$ cat src/rtl/if_stage_prefetch_if.sv
// Fetch-stage bus: decode-side controls, instruction-memory port and the presented instruction.
// master = the fetch stage, slave = its environment (memory + decode).
interface if_stage_prefetch_if #(
   parameter int AW = 32,
   parameter int DW = 32,
   parameter int JW = 26
);
   logic          Branch;
   logic          Jump;
   logic          Stall;
   logic [AW-1:0] BranchOffset;
   logic [JW-1:0] JumpAddress;
   logic          ImemReq;
   logic [AW-1:0] ImemAddr;
   logic [DW-1:0] ImemData;
   logic [DW-1:0] Inst;
   logic [AW-1:0] InstPc;
   logic          InstValid;

   modport master (
      input  Branch, Jump, Stall, BranchOffset, JumpAddress, ImemData,
      output ImemReq, ImemAddr, Inst, InstPc, InstValid
   );

   modport slave (
      output Branch, Jump, Stall, BranchOffset, JumpAddress, ImemData,
      input  ImemReq, ImemAddr, Inst, InstPc, InstValid
   );
endinterface

$ cat src/rtl/if_stage_prefetch.sv
// Instruction-fetch stage with a DEPTH-entry prefetch queue, branch/jump redirect and stall backpressure.
// Optional feature macro: IF_PERF_CNT_EN adds FetchCount/FlushCount performance counters.
module if_stage_prefetch #(
   parameter int            AW       = 32,
   parameter int            DW       = 32,
   parameter int            JW       = 26,
   parameter int            DEPTH    = 4,
   parameter logic [AW-1:0] RESET_PC = '0
) (
   input  logic                 Clk,
   input  logic                 Reset,
   if_stage_prefetch_if.master  bus
`ifdef IF_PERF_CNT_EN
   ,
   output logic [31:0]          FetchCount,
   output logic [31:0]          FlushCount
`endif
);

   localparam int            PW   = $clog2(DEPTH);
   localparam int            CW   = PW + 1;
   localparam logic [CW-1:0] FULL = CW'(DEPTH);

   logic [AW-1:0] r_pc;
   logic [AW-1:0] r_req_pc;
   logic          r_inflight;
   logic [PW-1:0] r_head;
   logic [PW-1:0] r_tail;
   logic [CW-1:0] r_count;
   logic [AW-1:0] r_q_pc   [DEPTH];
   logic [DW-1:0] r_q_data [DEPTH];

   logic          w_valid;
   logic          w_redirect;
   logic          w_req;
   logic          w_push;
   logic          w_pop;
   logic [CW-1:0] w_credit;
   logic [AW-1:0] w_head_pc;
   logic [DW-1:0] w_head_data;
   logic [AW-1:0] w_seq_pc;
   logic [AW-1:0] w_target;

   assign w_valid     = (r_count != '0);
   assign w_head_pc   = r_q_pc[r_head];
   assign w_head_data = r_q_data[r_head];
   assign w_seq_pc    = w_head_pc + AW'(1);
   assign w_redirect  = (bus.Branch || bus.Jump) && w_valid;

   // Credit covers queued entries plus the response still in flight, so a push can never overflow.
   assign w_credit = r_count + CW'(r_inflight);
   assign w_req    = !Reset && !w_redirect && (w_credit < FULL);
   assign w_push   = r_inflight && !w_redirect && !Reset;
   assign w_pop    = w_valid && !bus.Stall && !w_redirect;

   // NOTE: every always_comb output gets a default first so no path leaves it unassigned (no latch).
   always_comb begin
      w_target = w_seq_pc + bus.BranchOffset;
      if (bus.Jump) begin
         w_target = {w_seq_pc[AW-1:JW], bus.JumpAddress};
      end
   end

   assign bus.ImemReq   = w_req;
   assign bus.ImemAddr  = r_pc;
   assign bus.Inst      = w_valid ? w_head_data : '0;
   assign bus.InstPc    = w_valid ? w_head_pc   : '0;
   assign bus.InstValid = w_valid;

   // NOTE: sequential state uses non-blocking assignments so every register samples pre-edge values.
   always_ff @(posedge Clk) begin
      if (Reset) begin
         r_pc       <= RESET_PC;
         r_req_pc   <= '0;
         r_inflight <= 1'b0;
         r_head     <= '0;
         r_tail     <= '0;
         r_count    <= '0;
      end else begin
         r_inflight <= w_req;
         if (w_req) begin
            r_pc     <= r_pc + AW'(1);
            r_req_pc <= r_pc;
         end
         if (w_redirect) begin
            r_pc    <= w_target;
            r_head  <= '0;
            r_tail  <= '0;
            r_count <= '0;
         end else begin
            if (w_push) r_tail <= r_tail + PW'(1);
            if (w_pop)  r_head <= r_head + PW'(1);
            case ({w_push, w_pop})
               2'b10:   r_count <= r_count + CW'(1);
               2'b01:   r_count <= r_count - CW'(1);
               default: r_count <= r_count;
            endcase
         end
      end
   end

   // NOTE: queue storage is not reset; the head/tail/count registers alone decide which entries are live.
   always_ff @(posedge Clk) begin
      if (w_push && !w_redirect) begin
         r_q_pc[r_tail]   <= r_req_pc;
         r_q_data[r_tail] <= bus.ImemData;
      end
   end

`ifdef IF_PERF_CNT_EN
   logic [31:0] r_fetch_count;
   logic [31:0] r_flush_count;

   always_ff @(posedge Clk) begin
      if (Reset) begin
         r_fetch_count <= '0;
         r_flush_count <= '0;
      end else begin
         if (w_pop)      r_fetch_count <= r_fetch_count + 32'd1;
         if (w_redirect) r_flush_count <= r_flush_count + 32'd1;
      end
   end

   assign FetchCount = r_fetch_count;
   assign FlushCount = r_flush_count;
`endif

endmodule

$ cat src/flat_wrapper.sv
// flat-port wrapper written by rule: the top's interface ports become plain ports
module if_stage_prefetch_flat 
#(
   parameter int            AW       = 32,
   parameter int            DW       = 32,
   parameter int            JW       = 26,
   parameter int            DEPTH    = 4,
   parameter logic [AW-1:0] RESET_PC = '0
)
  (Clk, Reset, bus_Branch, bus_Jump, bus_Stall, bus_BranchOffset, bus_JumpAddress, bus_ImemData, bus_ImemReq, bus_ImemAddr, bus_Inst, bus_InstPc, bus_InstValid);
  if_stage_prefetch_if #(.AW(AW), .DW(DW), .JW(JW)) bus_i ();
  input  logic Clk;
  input  logic Reset;
  input wire logic [$bits(bus_i.Branch)-1:0] bus_Branch;
  input wire logic [$bits(bus_i.Jump)-1:0] bus_Jump;
  input wire logic [$bits(bus_i.Stall)-1:0] bus_Stall;
  input wire logic [$bits(bus_i.BranchOffset)-1:0] bus_BranchOffset;
  input wire logic [$bits(bus_i.JumpAddress)-1:0] bus_JumpAddress;
  input wire logic [$bits(bus_i.ImemData)-1:0] bus_ImemData;
  output wire logic [$bits(bus_i.ImemReq)-1:0] bus_ImemReq;
  output wire logic [$bits(bus_i.ImemAddr)-1:0] bus_ImemAddr;
  output wire logic [$bits(bus_i.Inst)-1:0] bus_Inst;
  output wire logic [$bits(bus_i.InstPc)-1:0] bus_InstPc;
  output wire logic [$bits(bus_i.InstValid)-1:0] bus_InstValid;
  assign bus_i.Branch = bus_Branch;
  assign bus_i.Jump = bus_Jump;
  assign bus_i.Stall = bus_Stall;
  assign bus_i.BranchOffset = bus_BranchOffset;
  assign bus_i.JumpAddress = bus_JumpAddress;
  assign bus_i.ImemData = bus_ImemData;
  assign bus_ImemReq = bus_i.ImemReq;
  assign bus_ImemAddr = bus_i.ImemAddr;
  assign bus_Inst = bus_i.Inst;
  assign bus_InstPc = bus_i.InstPc;
  assign bus_InstValid = bus_i.InstValid;
  if_stage_prefetch #(.AW(AW), .DW(DW), .JW(JW), .DEPTH(DEPTH), .RESET_PC(RESET_PC)) u_core (.Clk(Clk), .Reset(Reset), .bus(bus_i));
endmodule
$ cat config.mk
export PLATFORM = sky130hd
export DESIGN_NAME = if_stage_prefetch_flat
export DESIGN_NICKNAME = d
export VERILOG_FILES = /design/src/rtl/if_stage_prefetch_if.sv /design/src/rtl/if_stage_prefetch.sv /design/src/flat_wrapper.sv
export SDC_FILE = /design/constraint.sdc
export NUM_CORES = 1
export LEC_CHECK = 0
export CAP_MARGIN = 20
export CORE_MARGIN = 2
export CORE_UTILIZATION = 45
export CTS_CLUSTER_DIAMETER = 50
export DETAILED_ROUTE_END_ITERATION = 6
export DONT_BUFFER_PORTS = 1
export PLACE_DENSITY = 0.68
export REMOVE_ABC_BUFFERS = 1
export SLEW_MARGIN = 5
export SYNTH_ARGS = -nofsm -noshare
export SYNTH_HDL_FRONTEND = slang
export SYNTH_SLANG_ARGS = --single-unit
$ cat constraint.sdc
create_clock -name Clk -period 3.87 [get_ports Clk]
set_input_delay 0.774 -clock Clk [delete_from_list [all_inputs] [get_ports Clk]]
set_output_delay 0.774 -clock Clk [all_outputs]
set_load 0.02 [all_outputs]
==> impl_results.html <==
<table>
<tr><th>Metric</th><th>Value</th></tr>
<tr><th colspan="2">Worst hold path</th></tr>
<tr><td>End of the worst hold path</td><td>u_core.r_req_pc[0]$_SDFFE_PP0P_</td></tr>
<tr><td>Min-Delay Path Class</td><td>in2reg</td></tr>
<tr><td>Number of cells traversed by the worst hold path</td><td>1</td></tr>
<tr><td>Hold path startpoint</td><td>Reset</td></tr>
<tr><th colspan="2">Placement</th></tr>
<tr><td>DP Area</td><td>17,000 sq um</td></tr>
<tr><td>Count of input and output buffers</td><td>0</td></tr>
<tr><td>Half-perimeter wire length after placement</td><td>about 28,000 um</td></tr>
<tr><td>Number of placed instances with taps included</td><td>1,714</td></tr>
<tr><td>Placer congestion estimate</td><td>0.882</td></tr>
<tr><th colspan="2">STA</th></tr>
<tr><td>Tightest Pin Transition</td><td>0.688 ns</td></tr>
<tr><td>Fin worst setup slack</td><td>-0.262 ns</td></tr>
<tr><td>Final Critical Period</td><td>slightly above 4 ns</td></tr>
<tr><td>Tightest slew margin relative to the limit</td><td>54.0%</td></tr>
<tr><td>Total count of max-transition violations in the final report</td><td>0</td></tr>
<tr><td>Final Hold Fails</td><td>0</td></tr>
<tr><td>FMAX</td><td>between 0.2 and 0.25 GHz</td></tr>
<tr><td>Setup skew after layout</td><td>0.0237 ns</td></tr>
<tr><td>Finish-stage setup viols</td><td>13</td></tr>
<tr><td>Hold WS</td><td>0.329 ns</td></tr>
<tr><td>Unrepaired setup endpoints after global routing</td><td>true</td></tr>
<tr><td>Period utilisation layout</td><td>107%</td></tr>
<tr><th colspan="2">Clock tree</th></tr>
<tr><td>CTS buffer count</td><td>37</td></tr>
<tr><td>Reg clk slew, reported paths</td><td>0.06 ns</td></tr>
<tr><td>Maximum clock insertion buffer count</td><td>3</td></tr>
<tr><td>Number of H-tree levels</td><td>2</td></tr>
<tr><td>TritonCTS clock tree</td><td>done</td></tr>
<tr><td>Clock sink count</td><td>330</td></tr>
<tr><td>Number of buffers inserted by hold repair at cts</td><td>0</td></tr>
<tr><td>Clock latency on the worst-skew pair</td><td>0.52 ns</td></tr>
<tr><td>Clk Tree Root Cell</td><td>sky130_fd_sc_hd__clkbuf_16</td></tr>
<tr><th colspan="2">Routing</th></tr>
<tr><td>Total length of routed wires</td><td>41,100 um</td></tr>
<tr><td>Violation count after the first detailed-route iteration</td><td>slightly above 800</td></tr>
<tr><td>Per-cell routed wire length</td><td>roughly 23 um</td></tr>
<tr><td>Count of vias placed by the detailed router</td><td>10,300</td></tr>
<tr><td>Post-detailed-route via-to-cell ratio</td><td>approximately 5.7</td></tr>
<tr><td>Number of nets with antenna violations after detailed routing</td><td>0</td></tr>
<tr><td>Drt drc</td><td>0</td></tr>
<tr><td>Detailed Routing Iterations Pass 1</td><td>5</td></tr>
<tr><th colspan="2">Yosys</th></tr>
<tr><td>Complex-gate fraction of the synthesized area</td><td>6.91%</td></tr>
<tr><td>Proportion of netlist area held by the largest area contributor</td><td>between 40% and 50%</td></tr>
<tr><td>Multiplexer area fraction after synthesis</td><td>9.87%</td></tr>
<tr><td>Mean post-synth cell area</td><td>between 10 and 15 sq um</td></tr>
<tr><td>Cell taking the most area after synthesis</td><td>sky130_fd_sc_hd__edfxtp_1</td></tr>
<tr><td>Leading register cell type out of synthesis</td><td>sky130_fd_sc_hd__edfxtp_1</td></tr>
<tr><td>Distinct cell type count of the synthesized netlist</td><td>62</td></tr>
<tr><td>Proportion of register bits with asynchronous set or reset after synthesis</td><td>0%</td></tr>
<tr><td>Share of synthesized cell area in full adder, half adder and majority cells</td><td>3.74%</td></tr>
<tr><td>Share of the yosys chip area belonging to registers</td><td>just under 60%</td></tr>
<tr><td>Synthesized-area fraction occupied by and/or/nand/nor cells</td><td>13.2%</td></tr>
<tr><td>Netlist area before placement</td><td>about 15,000 sq um</td></tr>
<tr><td>Number of cells produced by synthesis</td><td>1,161</td></tr>
<tr><td>Most used standard cells in the synthesized netlist</td><td>256 x sky130_fd_sc_hd__edfxtp_1, 128 x sky130_fd_sc_hd__nand2_1, 75 x sky130_fd_sc_hd__nor2_1</td></tr>
<tr><td>Post-synthesis register bit count</td><td>330</td></tr>
<tr><td>Yosys warning total</td><td>0</td></tr>
<tr><td>Main combinational cell family by area after synthesis</td><td>simple AND/OR/NAND/NOR gates</td></tr>
<tr><td>Most frequent cell after synthesis</td><td>sky130_fd_sc_hd__edfxtp_1</td></tr>
<tr><td>Cell types occupying the most area after synthesis</td><td>sky130_fd_sc_hd__edfxtp_1 50%, sky130_fd_sc_hd__dfxtp_1 9.6%, sky130_fd_sc_hd__mux4_2 8.5%, sky130_fd_sc_hd__ha_1 3.5%, sky130_fd_sc_hd__nand2_1 3.1%</td></tr>
<tr><td>Number of synthesized flops with an enable pin</td><td>256</td></tr>
<tr><td>Post-synthesis xor/xnor area fraction</td><td>around 5%</td></tr>
<tr><th colspan="2">Worst setup path</th></tr>
<tr><td>CP max-delay cell</td><td>sky130_fd_sc_hd__mux4_2</td></tr>
<tr><td>Setup slack of the worst register-to-register path</td><td>-0.26 ns</td></tr>
<tr><td>Crit path top cell by count</td><td>sky130_fd_sc_hd__a21o_1</td></tr>
<tr><td>Crit start category</td><td>flip-flop</td></tr>
<tr><td>Cell-by-cell trace of the critical path</td><td>buf_6 -&gt; mux4_2 -&gt; ha_4 -&gt; and2_4 -&gt; nand2_4 -&gt; nor2_4 -&gt; nand2_2 -&gt; xnor2_2 -&gt; ha_1 -&gt; a21o_1 -&gt; a21o_1 -&gt; a221oi_4 -&gt; a41oi_2 -&gt; buf_4 -&gt; a221o_1 -&gt; a211oi_2 -&gt; nor2_1 -&gt; xor2_1 -&gt; mux2i_1 -&gt; o22ai_1</td></tr>
<tr><td>CP max FO</td><td>7</td></tr>
<tr><td>Capture instance of the worst register-to-register path</td><td>u_core.bus.ImemAddr[29]$_SDFFE_PP0P_</td></tr>
<tr><td>Req. time, crit path</td><td>4.26 ns</td></tr>
<tr><td>Critical path endpoint category</td><td>flip-flop</td></tr>
<tr><td>Data arrival time at the worst-slack endpoint</td><td>4.52 ns</td></tr>
<tr><td>FF-to-FF path depth</td><td>20</td></tr>
<tr><td>Delay contributed by the slowest stage of the critical path</td><td>approximately 0.55 ns</td></tr>
<tr><td>Critical path class</td><td>reg2reg</td></tr>
<tr><th colspan="2">Final layout</th></tr>
<tr><td>Fillers</td><td>2,714</td></tr>
<tr><td>Fraction of layout cells with a size suffix above 1</td><td>28.3%</td></tr>
<tr><td>Post-Layout Cell Count</td><td>1,799</td></tr>
<tr><td>Post-route cell area</td><td>between 15,000 and 20,000 sq um</td></tr>
<tr><td>Area growth, synth to finish</td><td>22.1%</td></tr>
<tr><td>Layout net count</td><td>1,465</td></tr>
<tr><td>End-of-flow core utilization</td><td>~56%</td></tr>
<tr><td>Antenna Diode Count</td><td>0</td></tr>
<tr><th colspan="2">GRT</th></tr>
<tr><td>Global router's overall resource usage</td><td>between 20% and 30%</td></tr>
<tr><td>Initial antenna violation count</td><td>0</td></tr>
<tr><td>Largest net degree at the start of global routing</td><td>66</td></tr>
<tr><td>Wire length of the first global-routing pass</td><td>62,000 um</td></tr>
<tr><td>Vias in the first global route</td><td>10,400</td></tr>
<tr><td>GRT Residual Overflow</td><td>0</td></tr>
<tr><th colspan="2">Floorplanning</th></tr>
<tr><td>Chip width</td><td>roughly 190 um</td></tr>
<tr><td>Die extent in y</td><td>around 190 um</td></tr>
<tr><td>Standard cell core area</td><td>33,700 sq um</td></tr>
<tr><td>Top-level port count</td><td>193</td></tr>
<tr><td>Number of placement rows</td><td>67</td></tr>
<tr><td>Effective utilization at floorplan</td><td>45.8%</td></tr>
<tr><td>Die Area</td><td>35,800 sq um</td></tr>
<tr><th colspan="2">Run status</th></tr>
<tr><td>Violations in the final reports</td><td>setup timing</td></tr>
<tr><td>Status</td><td>finished, violations left</td></tr>
<tr><th colspan="2">Power and ir drop</th></tr>
<tr><td>Cell area power density</td><td>555 nW/um^2</td></tr>
<tr><td>Total Power</td><td>about 10,000 uW</td></tr>
<tr><td>LEAKAGE</td><td>0.00680 uW</td></tr>
<tr><td>IR drop worst, VDD</td><td>0.346 mV</td></tr>
<tr><th colspan="2">Run</th></tr>
<tr><td>Number of maximum-capacitance constraint violations</td><td>0</td></tr>
</table>
[placed cells by master, fill, tap and decap left out, types with 37 or more instances in the layout]
| master | netlist | routed |
|---|---|---|
| sky130_fd_sc_hd__edfxtp_1 | 256 | 256 |
| sky130_fd_sc_hd__buf_4 | 3 | 164 |
| sky130_fd_sc_hd__nand2_1 | 128 | 123 |
| sky130_fd_sc_hd__dfxtp_1 | 74 | 72 |
| sky130_fd_sc_hd__nor2_1 | 75 | 71 |
| sky130_fd_sc_hd__and2_1 | 63 | 62 |
| sky130_fd_sc_hd__mux4_2 | 58 | 61 |
| sky130_fd_sc_hd__xnor2_1 | 47 | 42 |
| sky130_fd_sc_hd__clkbuf_16 | 0 | 39 |
| sky130_fd_sc_hd__ha_1 | 43 | 38 |
| sky130_fd_sc_hd__xor2_1 | 40 | 37 |
[report_power, final]
group | total (uW) | switching, uW | internal [uW] | leakage (uW)
clock | 3510 | 1390 | 2120 | 0.000600
combinational | 2420 | 1400 | 1020 | 0.00323
sequential | 4540 | 360 | 4180 | 0.00297
total | 10500 | 3150 | 7320 | 0.00680
[critical path: cells and delay by family, from the launching register on]
family | cells | cell delay (ns)
buf+inv | 2 | 0.29
compound gates | 7 | 1.44
xor+xnor | 2 | 0.26
fa+ha+maj | 2 | 0.47
flops | 1 | 0.43
mux | 2 | 0.69
simple gates | 5 | 0.41
[cell families (layout without fill, tap and decap cells)]
logic type,after synthesis,after routing
simple gates,401,401
flops,330,330
compound gates,158,158
xor+xnor,87,87
mux,70,70
buf+inv,70,260
fa+ha+maj,45,45
[routing by layer]
metal	global-route usage [%]	vias to the layer above	share of wire (%)
met4	7.99	0	3.2
li1	-	4709	-
met2	36.6	395	47
met1	30.8	5104	42
met5	0	-	0
met3	5.10	79	7.3
[flip-flops by register name, indices dropped and copies added, names as in the netlist, named ones only]
signal               cells
u_core.r_inflight        1
u_core.r_count           3
u_core.r_tail            2
u_core.r_head            2
u_core.r_q_data        128
u_core.r_q_pc          128
u_core.r_req_pc         32
u_core.bus.ImemAddr     32
[timing repair]
item	CTS	global route
setup buffers	12	8
gates resized for setup	66	39
setup endpoints to repair	16	18
pin swaps	29	42
hold endpoints to repair	0	0
[through the flow]
stage / TNS, ns / setup slack [ns]
2_1_floorplan: -91.13 / -2.67
3_3_place_gp: -3.46 / -0.481
6_report: -1.88 / -0.262
3_5_place_dp: -3.96 / -0.490
4_1_cts: -1.71 / -0.264
5_1_grt: -5.00 / -0.447
[area by class of cell]
class / count / area, sq um / area share [%]
clock buffers: 51 / 1050 / 5.57
clock inverters: 14 / 183 / 0.969
flip-flops and latches: 330 / 9170 / 48.6
inverters: 18 / 67.6 / 0.358
multi-input cells: 761 / 6410 / 34.0
repair buffers: 177 / 1420 / 7.51
well taps: 448 / 561 / 2.97
[worst max path at each step]
stage	start	endpoint	slack, ns	cells past startpoint
2_1_floorplan	flip-flop	u_core.bus.ImemAddr[31]$_SDFFE_PP0P_	-2.67	18
3_3_place_gp	flip-flop	u_core.bus.ImemAddr[28]$_SDFFE_PP0P_	-0.48	19
3_5_place_dp	flip-flop	u_core.bus.ImemAddr[29]$_SDFFE_PP0P_	-0.49	19
4_1_cts	flip-flop	u_core.bus.ImemAddr[29]$_SDFFE_PP0P_	-0.26	20
5_1_grt	flip-flop	u_core.bus.ImemAddr[29]$_SDFFE_PP0P_	-0.45	20
6_report	flip-flop	u_core.bus.ImemAddr[29]$_SDFFE_PP0P_	-0.26	20
No activity file was read; power rests on OpenSTA's default activity.
